**config.mk**
```make
export PLATFORM = sky130hd
export DESIGN_NAME = alu_mdu_control
export DESIGN_NICKNAME = d
export VERILOG_FILES = /design/src/rtl/alu_mdu_control.sv
export SDC_FILE = /design/constraint.sdc
export NUM_CORES = 1
export LEC_CHECK = 0
export BUFFER_PORTS_ARGS = -buffer_cell sky130_fd_sc_hd__buf_2
export CORE_MARGIN = 2
export CORE_UTILIZATION = 56
export DETAILED_ROUTE_END_ITERATION = 8
export PLACE_DENSITY = 0.85
export SYNTH_ARGS = -nofsm -noshare
export SYNTH_HDL_FRONTEND = slang
export SYNTH_SLANG_ARGS = --single-unit
```
**constraint.sdc**
```tcl
create_clock -name clk -period 5.7 [get_ports clk]
set_clock_uncertainty 0.1 [all_clocks]
set_input_delay 0.285 -clock clk [delete_from_list [all_inputs] [get_ports clk]]
set_output_delay 0.285 -clock clk [all_outputs]
set_load 0.03 [all_outputs]
```
**src/rtl/alu_mdu_control.sv**
```systemverilog
// EX-stage ALU decoder with an iterative multiply/divide unit, HI/LO registers,
// result-source select and a pipeline stall for dependent MD instructions.
//
// state | meaning
// IDLE  | no mul/div in flight; accepts a new MD op
// MUL   | shift-add, one multiplier bit per cycle
// DIV   | restoring shift-subtract, one quotient bit per cycle
// FIX   | sign-correct and write hi/lo
module alu_mdu_control #(
    parameter int WIDTH = 32,
    parameter int CNT_W = 6
) (
    input  logic             clk,
    input  logic             reset,
    input  logic             valid_in,
    input  logic [1:0]       alu_op,
    input  logic [5:0]       funct,
    input  logic [WIDTH-1:0] rs_val,
    input  logic [WIDTH-1:0] rt_val,
    output logic [3:0]       operation,
    output logic [1:0]       res_sel,
    output logic             stall,
    output logic             md_busy,
    output logic             md_done,
    output logic [WIDTH-1:0] hi,
    output logic [WIDTH-1:0] lo
);

    localparam int IDX_W = $clog2(WIDTH);

    localparam logic [5:0] F_MFHI  = 6'h10;
    localparam logic [5:0] F_MFLO  = 6'h12;
    localparam logic [5:0] F_MULT  = 6'h18;
    localparam logic [5:0] F_MULTU = 6'h19;
    localparam logic [5:0] F_DIV   = 6'h1a;
    localparam logic [5:0] F_DIVU  = 6'h1b;
    localparam logic [5:0] F_ADD   = 6'h20;
    localparam logic [5:0] F_ADDU  = 6'h21;
    localparam logic [5:0] F_SUB   = 6'h22;
    localparam logic [5:0] F_SUBU  = 6'h23;
    localparam logic [5:0] F_AND   = 6'h24;
    localparam logic [5:0] F_OR    = 6'h25;
    localparam logic [5:0] F_NOR   = 6'h27;
    localparam logic [5:0] F_SLT   = 6'h2a;

    typedef enum logic [1:0] {
        S_IDLE = 2'd0,
        S_MUL  = 2'd1,
        S_DIV  = 2'd2,
        S_FIX  = 2'd3
    } state_t;

    state_t state, state_nxt;

    logic             md_op, mf_op, md_signed, md_is_div;
    logic             accept, last_iter;
    logic [CNT_W-1:0] cnt;
    logic [IDX_W-1:0] div_idx;

    logic [WIDTH-1:0]   op_a, op_b;
    logic               neg_a, neg_b, md_div, div_zero;
    logic [2*WIDTH-1:0] acc;

    logic [WIDTH-1:0]   abs_rs, abs_rt;
    logic [WIDTH:0]     mul_sum;
    logic [WIDTH:0]     div_shift;
    logic [WIDTH-1:0]   div_diff, rem_next;
    logic               div_ok;
    logic [2*WIDTH-1:0] prod_fix;
    logic [WIDTH-1:0]   quo_fix, rem_fix, rs_orig;

    // ALU operation and MD/mf classification
    always_comb begin
        operation = 4'h2;
        res_sel   = 2'b00;
        md_op     = 1'b0;
        mf_op     = 1'b0;
        md_signed = 1'b0;
        md_is_div = 1'b0;
        if (alu_op[0]) begin
            operation = 4'h6;
        end else if (alu_op == 2'b10) begin
            case (funct)
                F_ADD, F_ADDU: operation = 4'h2;
                F_SUB, F_SUBU: operation = 4'h6;
                F_AND:         operation = 4'h0;
                F_OR:          operation = 4'h1;
                F_NOR:         operation = 4'hc;
                F_SLT:         operation = 4'h7;
                default:       operation = 4'h2;
            endcase
            case (funct)
                F_MULT, F_MULTU, F_DIV, F_DIVU: md_op = 1'b1;
                F_MFHI: begin
                    mf_op   = 1'b1;
                    res_sel = 2'b01;
                end
                F_MFLO: begin
                    mf_op   = 1'b1;
                    res_sel = 2'b10;
                end
                default: ;
            endcase
            md_signed = (funct == F_MULT) || (funct == F_DIV);
            md_is_div = (funct == F_DIV) || (funct == F_DIVU);
        end
    end

    assign stall     = valid_in & (md_op | mf_op) & md_busy;
    assign accept    = (state == S_IDLE) & valid_in & md_op & ~stall;
    assign last_iter = (cnt == CNT_W'(WIDTH - 1));

    always_ff @(posedge clk or posedge reset) begin
        if (reset) state <= S_IDLE;
        else       state <= state_nxt;
    end

    always_comb begin
        state_nxt = state;
        case (state)
            S_IDLE: if (accept) state_nxt = md_is_div ? S_DIV : S_MUL;
            S_MUL:  if (last_iter) state_nxt = S_FIX;
            S_DIV:  if (last_iter) state_nxt = S_FIX;
            S_FIX:  state_nxt = S_IDLE;
            default: state_nxt = S_IDLE;
        endcase
    end

    always_comb begin
        md_busy = (state != S_IDLE);
    end

    assign abs_rs = (md_signed && rs_val[WIDTH-1]) ? -rs_val : rs_val;
    assign abs_rt = (md_signed && rt_val[WIDTH-1]) ? -rt_val : rt_val;

    // Multiplier bits consumed LSB first; product bits shift down into acc low half
    assign mul_sum = {1'b0, acc[2*WIDTH-1:WIDTH]} + (op_b[cnt[IDX_W-1:0]] ? {1'b0, op_a} : '0);

    // Dividend is indexed MSB first so op_a survives for the divide-by-zero result
    assign div_idx   = IDX_W'(WIDTH - 1) - cnt[IDX_W-1:0];
    assign div_shift = {acc[2*WIDTH-1:WIDTH], op_a[div_idx]};
    assign div_ok    = (div_shift >= {1'b0, op_b});
    assign div_diff  = div_shift[WIDTH-1:0] - op_b;
    assign rem_next  = div_ok ? div_diff : div_shift[WIDTH-1:0];

    assign prod_fix = (neg_a ^ neg_b) ? -acc : acc;
    assign quo_fix  = (neg_a ^ neg_b) ? -acc[WIDTH-1:0] : acc[WIDTH-1:0];
    assign rem_fix  = neg_a ? -acc[2*WIDTH-1:WIDTH] : acc[2*WIDTH-1:WIDTH];
    assign rs_orig  = neg_a ? -op_a : op_a;

    always_ff @(posedge clk or posedge reset) begin
        if (reset) begin
            op_a     <= '0;
            op_b     <= '0;
            neg_a    <= 1'b0;
            neg_b    <= 1'b0;
            md_div   <= 1'b0;
            div_zero <= 1'b0;
            acc      <= '0;
            cnt      <= '0;
            hi       <= '0;
            lo       <= '0;
            md_done  <= 1'b0;
        end else begin
            md_done <= 1'b0;
            case (state)
                S_IDLE: begin
                    if (accept) begin
                        op_a     <= abs_rs;
                        op_b     <= abs_rt;
                        neg_a    <= md_signed & rs_val[WIDTH-1];
                        neg_b    <= md_signed & rt_val[WIDTH-1];
                        md_div   <= md_is_div;
                        div_zero <= (rt_val == '0);
                        acc      <= '0;
                        cnt      <= '0;
                    end
                end
                S_MUL: begin
                    acc <= {mul_sum, acc[WIDTH-1:1]};
                    cnt <= cnt + CNT_W'(1);
                end
                S_DIV: begin
                    acc <= {rem_next, acc[WIDTH-2:0], div_ok};
                    cnt <= cnt + CNT_W'(1);
                end
                S_FIX: begin
                    md_done <= 1'b1;
                    if (!md_div) begin
                        {hi, lo} <= prod_fix;
                    end else if (div_zero) begin
                        hi <= rs_orig;
                        lo <= '1;
                    end else begin
                        hi <= rem_fix;
                        lo <= quo_fix;
                    end
                end
                default: ;
            endcase
        end
    end

endmodule

```
### After elaboration in Yosys (flattened, before gate mapping)

Cells that the tools add are included.

| word-level totals | value |
|---|---|
| register bits after elaboration | 205 |
| latch bits | 0 |
| RAM bits | 0 |
| bits in read-only memories | 0 |
| input port bits | 75 |
| word-level logic and storage cells | 112 |
| memories | 0 |

| cells by class | value |
|---|---|
| $add $sub $neg | 10 |
| multipliers | 0 |
| divide/modulo/power cells | 0 |
| magnitude comparators | 3 |
| equal/unequal tests | 19 |
| shift operators | 0 |
| multiplexer cells | 41 |
| bitwise gates (word level) | 10 |
| reduce and logical (&&, ||, !) cells | 17 |

Operator list:

| kind | number |
|---|---|
| $mux 32 | 11 |
| $pmux 64 s3 | 1 |
| $neg 32->32 | 5 |
| $mux 64 | 2 |
| $neg 64->64 | 1 |
| $eq 6x5->1 const B | 7 |
| $eq 6x6->1 const B | 6 |
| $add 32x32->33 | 1 |
| $ge 33x32->1 | 1 |
| $logic_not 32->1 | 1 |
| $sub 32x32->32 | 1 |
| $pmux 4 s5 | 1 |
| $mux 1 | 13 |
| $lt 5x6->1 const B | 2 |
| $pmux 6 s2 | 1 |
| $bmux 1 s5 | 2 |
| $mux 2 | 5 |
| $mux 4 | 2 |
| $reduce_and 2->1 | 4 |
| $and 1x1->1 | 7 |
| $add 6x1->6 const B | 1 |
| $eq 2x2->1 const B | 3 |
| $mux 6 | 1 |
| $pmux 2 s3 | 1 |
| other kinds (15) | 20 |

### Longest topological paths before layout

| logic depth | value |
|---|---|
| word-level depth | 12 |
| gate-level depth with buffers | 18 |

### Worst setup path after synthesis

Ideal clock, no wire load.

| timing | value |
|---|---|
| path kind | register -> register |
| start | register cnt[0] |
| end | register acc[63] |
| arrival time | 4.966 ns |
| data required time | 5.469 ns |
| setup slack | 0.503 ns |
| cell stages (with the launch flop) | 19 |
| buffers on the path | 3 |
| cells stage by stage | dfrtp_1 > clkbuf_1 > clkbuf_1 > mux4_2 > mux4_2 > mux2i_1 > clkbuf_1 > nor2_1 > ha_1 > fa_1 > a211oi_1 > o21ai_0 > a31oi_1 > o21ai_0 > a211oi_1 > o31a_1 > o21ai_0 > a22oi_1 > nand3_1 |

| on the way | value |
|---|---|
| cells in the longest elaborated chain, start to end | 6 |

Ends and longest elaborated chain:

| what | line | source |
|---|---|---|
| start: declaration | 57 | `logic [CNT_W-1:0] cnt;` |
| start signal: assignment | 181 | `cnt <= cnt + CNT_W'(1);` |
| start signal: assignment | 185 | `cnt <= cnt + CNT_W'(1);` |
| $sub 5x5->5 | 140 | `assign div_idx = IDX_W'(WIDTH - 1) - cnt[IDX_W-1:0];` |
| $bmux 1 s5 | 141 | `assign div_shift = {acc[2*WIDTH-1:WIDTH], op_a[div_idx]};` |
| $mux 1 (not written as such) | 141 |  |
| $sub 32x32->32 or $ge 33x32->1 (tied branches) | 143, 142 |  |
| $mux 32 | 144 | `assign rem_next = div_ok ? div_diff : div_shift[WIDTH-1:0];` |
| $pmux 64 s3 * | 166 | `case (state)` |
| end signal: assignment | 180 | `acc <= {mul_sum, acc[WIDTH-1:1]};` |
| end signal: assignment | 184 | `acc <= {rem_next, acc[WIDTH-2:0], div_ok};` |
| end: declaration | 62 | `logic [2*WIDTH-1:0] acc;` |

Mark *: on every way between the ends. The rest lies on a longest branch, timed or not. The select of a mux whose other input is x is not followed.
A chain may end at the register's enable or synchronous reset.

### Worst setup path in the final report

| timing | value |
|---|---|
| start | register cnt[0] |
| end | register acc[54] |

Same word-level chain as after synthesis.

==> qor.yml <==
status:
  status: "finished with violations"
  violations: "negative hold slack"
floorplanning:
  die_x_um: 180
  io_pins: 148
  die_area_um2: 32300
  die_y_um: 180
  core_area_um2: 30500
  initial_core_util_pct: 56.7
  placementRows: 64
cts:
  clockBufferDepth: 3
  clock-sinks: 205
  post-cts-setup-buffer-count: 0
  cts_tree: "yes"
  clk_pin_slew_worst_paths_ns: 0.07
  cts-root-buf: "clkbuf_16"
  clock_latency_ns: 0.54
  cts_buffers: 23
  cts.htree.levels: 1
yosys:
  synthCells: 2110
  synth_fp_nets: 2262
  avgSynthCellArea_um2: 8.19
  synth_cell_types: 79
  synth_edf_count: 0
  async_flop_share_pct: 100
  yosys_warnings: 0
  ys_ff_latch: 205
  synth_ff_type: "dfrtp_1"
  syn_area_um2: 17300
  seq_area_frac_synth_pct: 29.7
worst_setup_path:
  crit_required_ns: 6.03
  startpoint_type: "flop"
  critical_path.max_fanout: 14
  arrival_ns: 5.46
  critical_path_class: "flop to flop"
  end_kind: "flop"
placed_design:
  port_buffers: 147
  place_congestion: 0.994
  dp_hpwl_mm: 39.9
global_routing:
  grt_use_total_pct: 33.0
  grt-ovfl-total: 0
  grt_pass1_wl_mm: 87.1
  grt_pass1_vias: 16300
  grt_max_degree: 137
  grt_antenna_before_repair: 1
timing:
  tns_ns: 0
  hold_violations: 1
  period_minus_slack_ns: 5.13
  tightest_slew_ns: 1.05
  rsz0062_at_grt: "no"
  whs_ns: -0.00403
  fmax_mhz: 195
  fin_crit_sh_pct: 90.0
  setup_viol: 0
  maxSlewViolCount: 0
  slew_headroom_pct: 29.9
flow_run:
  maxCapViolCount: 0
route:
  drt-initial-drc-count: 2014
  wirelength_mm: 55.2
  viasPerCell: 6.55
  drt-wirelength-per-cell_um: 21.2
  vias: 17100
  ant_nets: 0
  drc: 0
  dr.pass1.iters: 8
layout:
  final_common_cell: "nand2_1"
  area_growth_pct: 11.4
  layout.nets: 2341
  nFillCells: 2556
  layout_common_cells: "232 x nand2_1, 203 x dfrtp_1, 201 x o21ai_0, 147 x buf_2, 137 x nor2_1"
  multi_input_area_um2: 11300
  seq_area_um2: 5130
  drive_above_1_share_pct: 13.2
power_and_ir_drop:
  power.share.combinational_pct: 4.2
  powerDensity_nw_per_um2: 163
  power_mw: 3.14
  clock_power_share_pct: 49.4
  switching_share_pct: 23.6
  internal_power_mw: 2.40
  pwr-share-seq_pct: 46.4
  p_sw_mw: 0.741
  ir_worst_vdd_mv: 0.178
  p_leak_nw: 8.25
worst_hold_path:
  hold_class: "input port to flop"
layer usage:
layer | vias up | part of all wire (%) | track usage, %
li1 | 7772 | - | -
met1 | 8176 | 41 | 43.5
met2 | 910 | 46 | 54.3
met3 | 192 | 8.5 | 5.17
met4 | 0 | 4.5 | 13.9
met5 | - | 0 | 0
synthesized netlist by cell type (5+ instances only):
cell type / number / area, um2
xor2_1: 102 / 893
nor4_2: 5 / 62.6
nor4b_1: 5 / 43.8
nor3_1: 35 / 175
nor2_1: 137 / 514
a21boi_0: 5 / 37.5
nor2b_1: 44 / 275
or4_1: 15 / 113
inv_1: 90 / 338
xnor2_1: 118 / 1030
a221oi_1: 9 / 78.8
nor4_1: 14 / 87.6
o211ai_1: 42 / 315
mux2_2: 16 / 180
mux4_2: 20 / 450
o21a_1: 9 / 67.6
a211oi_1: 6 / 45.0
or3_1: 18 / 113
a21o_1: 26 / 195
o21bai_1: 9 / 67.6
o22a_1: 32 / 280
nand2_1: 232 / 871
or2_2: 7 / 43.8
o221ai_1: 10 / 87.6
and3_1: 17 / 106
clkbuf_1: 128 / 480
mux2i_1: 27 / 270
dfrtp_1: 205 / 5130
buf_1: 12 / 45.0
o41ai_1: 14 / 123
nand3_1: 33 / 165
nand2b_1: 21 / 131
o31ai_1: 59 / 443
a22o_1: 8 / 70.1
and2_1: 10 / 62.6
a31oi_1: 28 / 175
a22oi_1: 42 / 315
a21oi_1: 136 / 681
nand4_1: 14 / 87.6
o21ai_0: 201 / 1010
ha_1: 75 / 938
logic make-up (layout without fill, tap and decap cells):
group           Yosys count  count (layout)  synth area share, %
simple gates            631             631                 17.8
mux                      64              64                 5.36
compound gates          673             673                 25.0
other cells               0               1                    0
flops                   205             205                 29.7
buf+inv                 240             335                 5.36
fa+ha+maj                77              77                 5.66
xor+xnor                220             220                 11.1
flip-flops by register name, indices dropped and copies added, names as in the netlist:
signal and count:
acc 64, hi 32, lo 32, op_a 32, op_b 32, cnt 6
state 2, div_zero 1, md_div 1, md_done 1, neg_a 1, neg_b 1
cell type report:
class                           instances  area share [%]
Timing Repair Buffer                  203            6.38
Multi-Input combinational cell       1665            58.6
Antenna cell                            1          0.0130
Clock buffer                           29            3.31
Sequential cell                       205            26.6
Tap cell                              396            2.57
Clock inverter                         12           0.682
Inverter                               91            1.79
power by group through the flow:
stage	Combinational (mW)	Clock [mW]	Sequential [mW]
4_1_cts	0.132	1.55	1.46
3_5_place_dp	0.119	0	1.48
5_1_grt	0.148	1.61	1.45
2_1_floorplan	0.0569	0	1.48
6_report	0.133	1.55	1.46
3_3_place_gp	0.115	0	1.48
worst max-delay path: stages, from the launching register on:
cell and delay (ns):
dfrtp_1 0.57, buf_4 0.31, mux4_1 0.56, mux4_2 0.45
mux2i_1 0.46, ha_1 0.28, fa_1 0.22, nor2b_1 0.08
o31ai_1 0.29, a21oi_1 0.20, a31oi_1 0.56, o211ai_1 0.28
a31oi_1 0.25, xnor2_1 0.14, mux2i_1 0.09, o21ai_0 0.17
stage by stage:
| step | setup WS, ns | std cells | util [%] | area [um2] |
|---|---|---|---|---|
| after global routing | 0.206 | 2601 | 63.1 | 19300 |
| after CTS | 0.622 | 2601 | 63.1 | 19300 |
| after global placement | 0.762 | 2536 | 59.8 | 18300 |
| final | 0.571 | 2602 | 63.1 | 19300 |
| after detailed placement | 0.661 | 2536 | 59.8 | 18300 |
| after floorplan | 0.503 | 2110 | - | 17300 |
final timing paths:
path,from,end,slack (ns),cells after the start
min in group asynchronous,reset,acc[43]$_DFFE_PP0P_,0.27,3
max reg2reg,cnt[0]$_DFFE_PP0P_,acc[54]$_DFFE_PP0P_,0.57,15
max in group asynchronous,reset,md_div$_DFFE_PP0P_,3.86,4
max,cnt[0]$_DFFE_PP0P_,acc[54]$_DFFE_PP0P_,0.57,15
min,rt_val[21],op_b[21]$_DFFE_PP0P_,-0.004,3
min reg2reg,lo[15]$_DFFE_PP0P_,lo[15]$_DFFE_PP0P_,0.39,1
timing repair:
item                                   CTS  global route
endpoints found under the hold margin   42             0
hold buffers                            24             0
resized for setup                        0             0
Note: power is estimated with default switching activity, not from simulation.
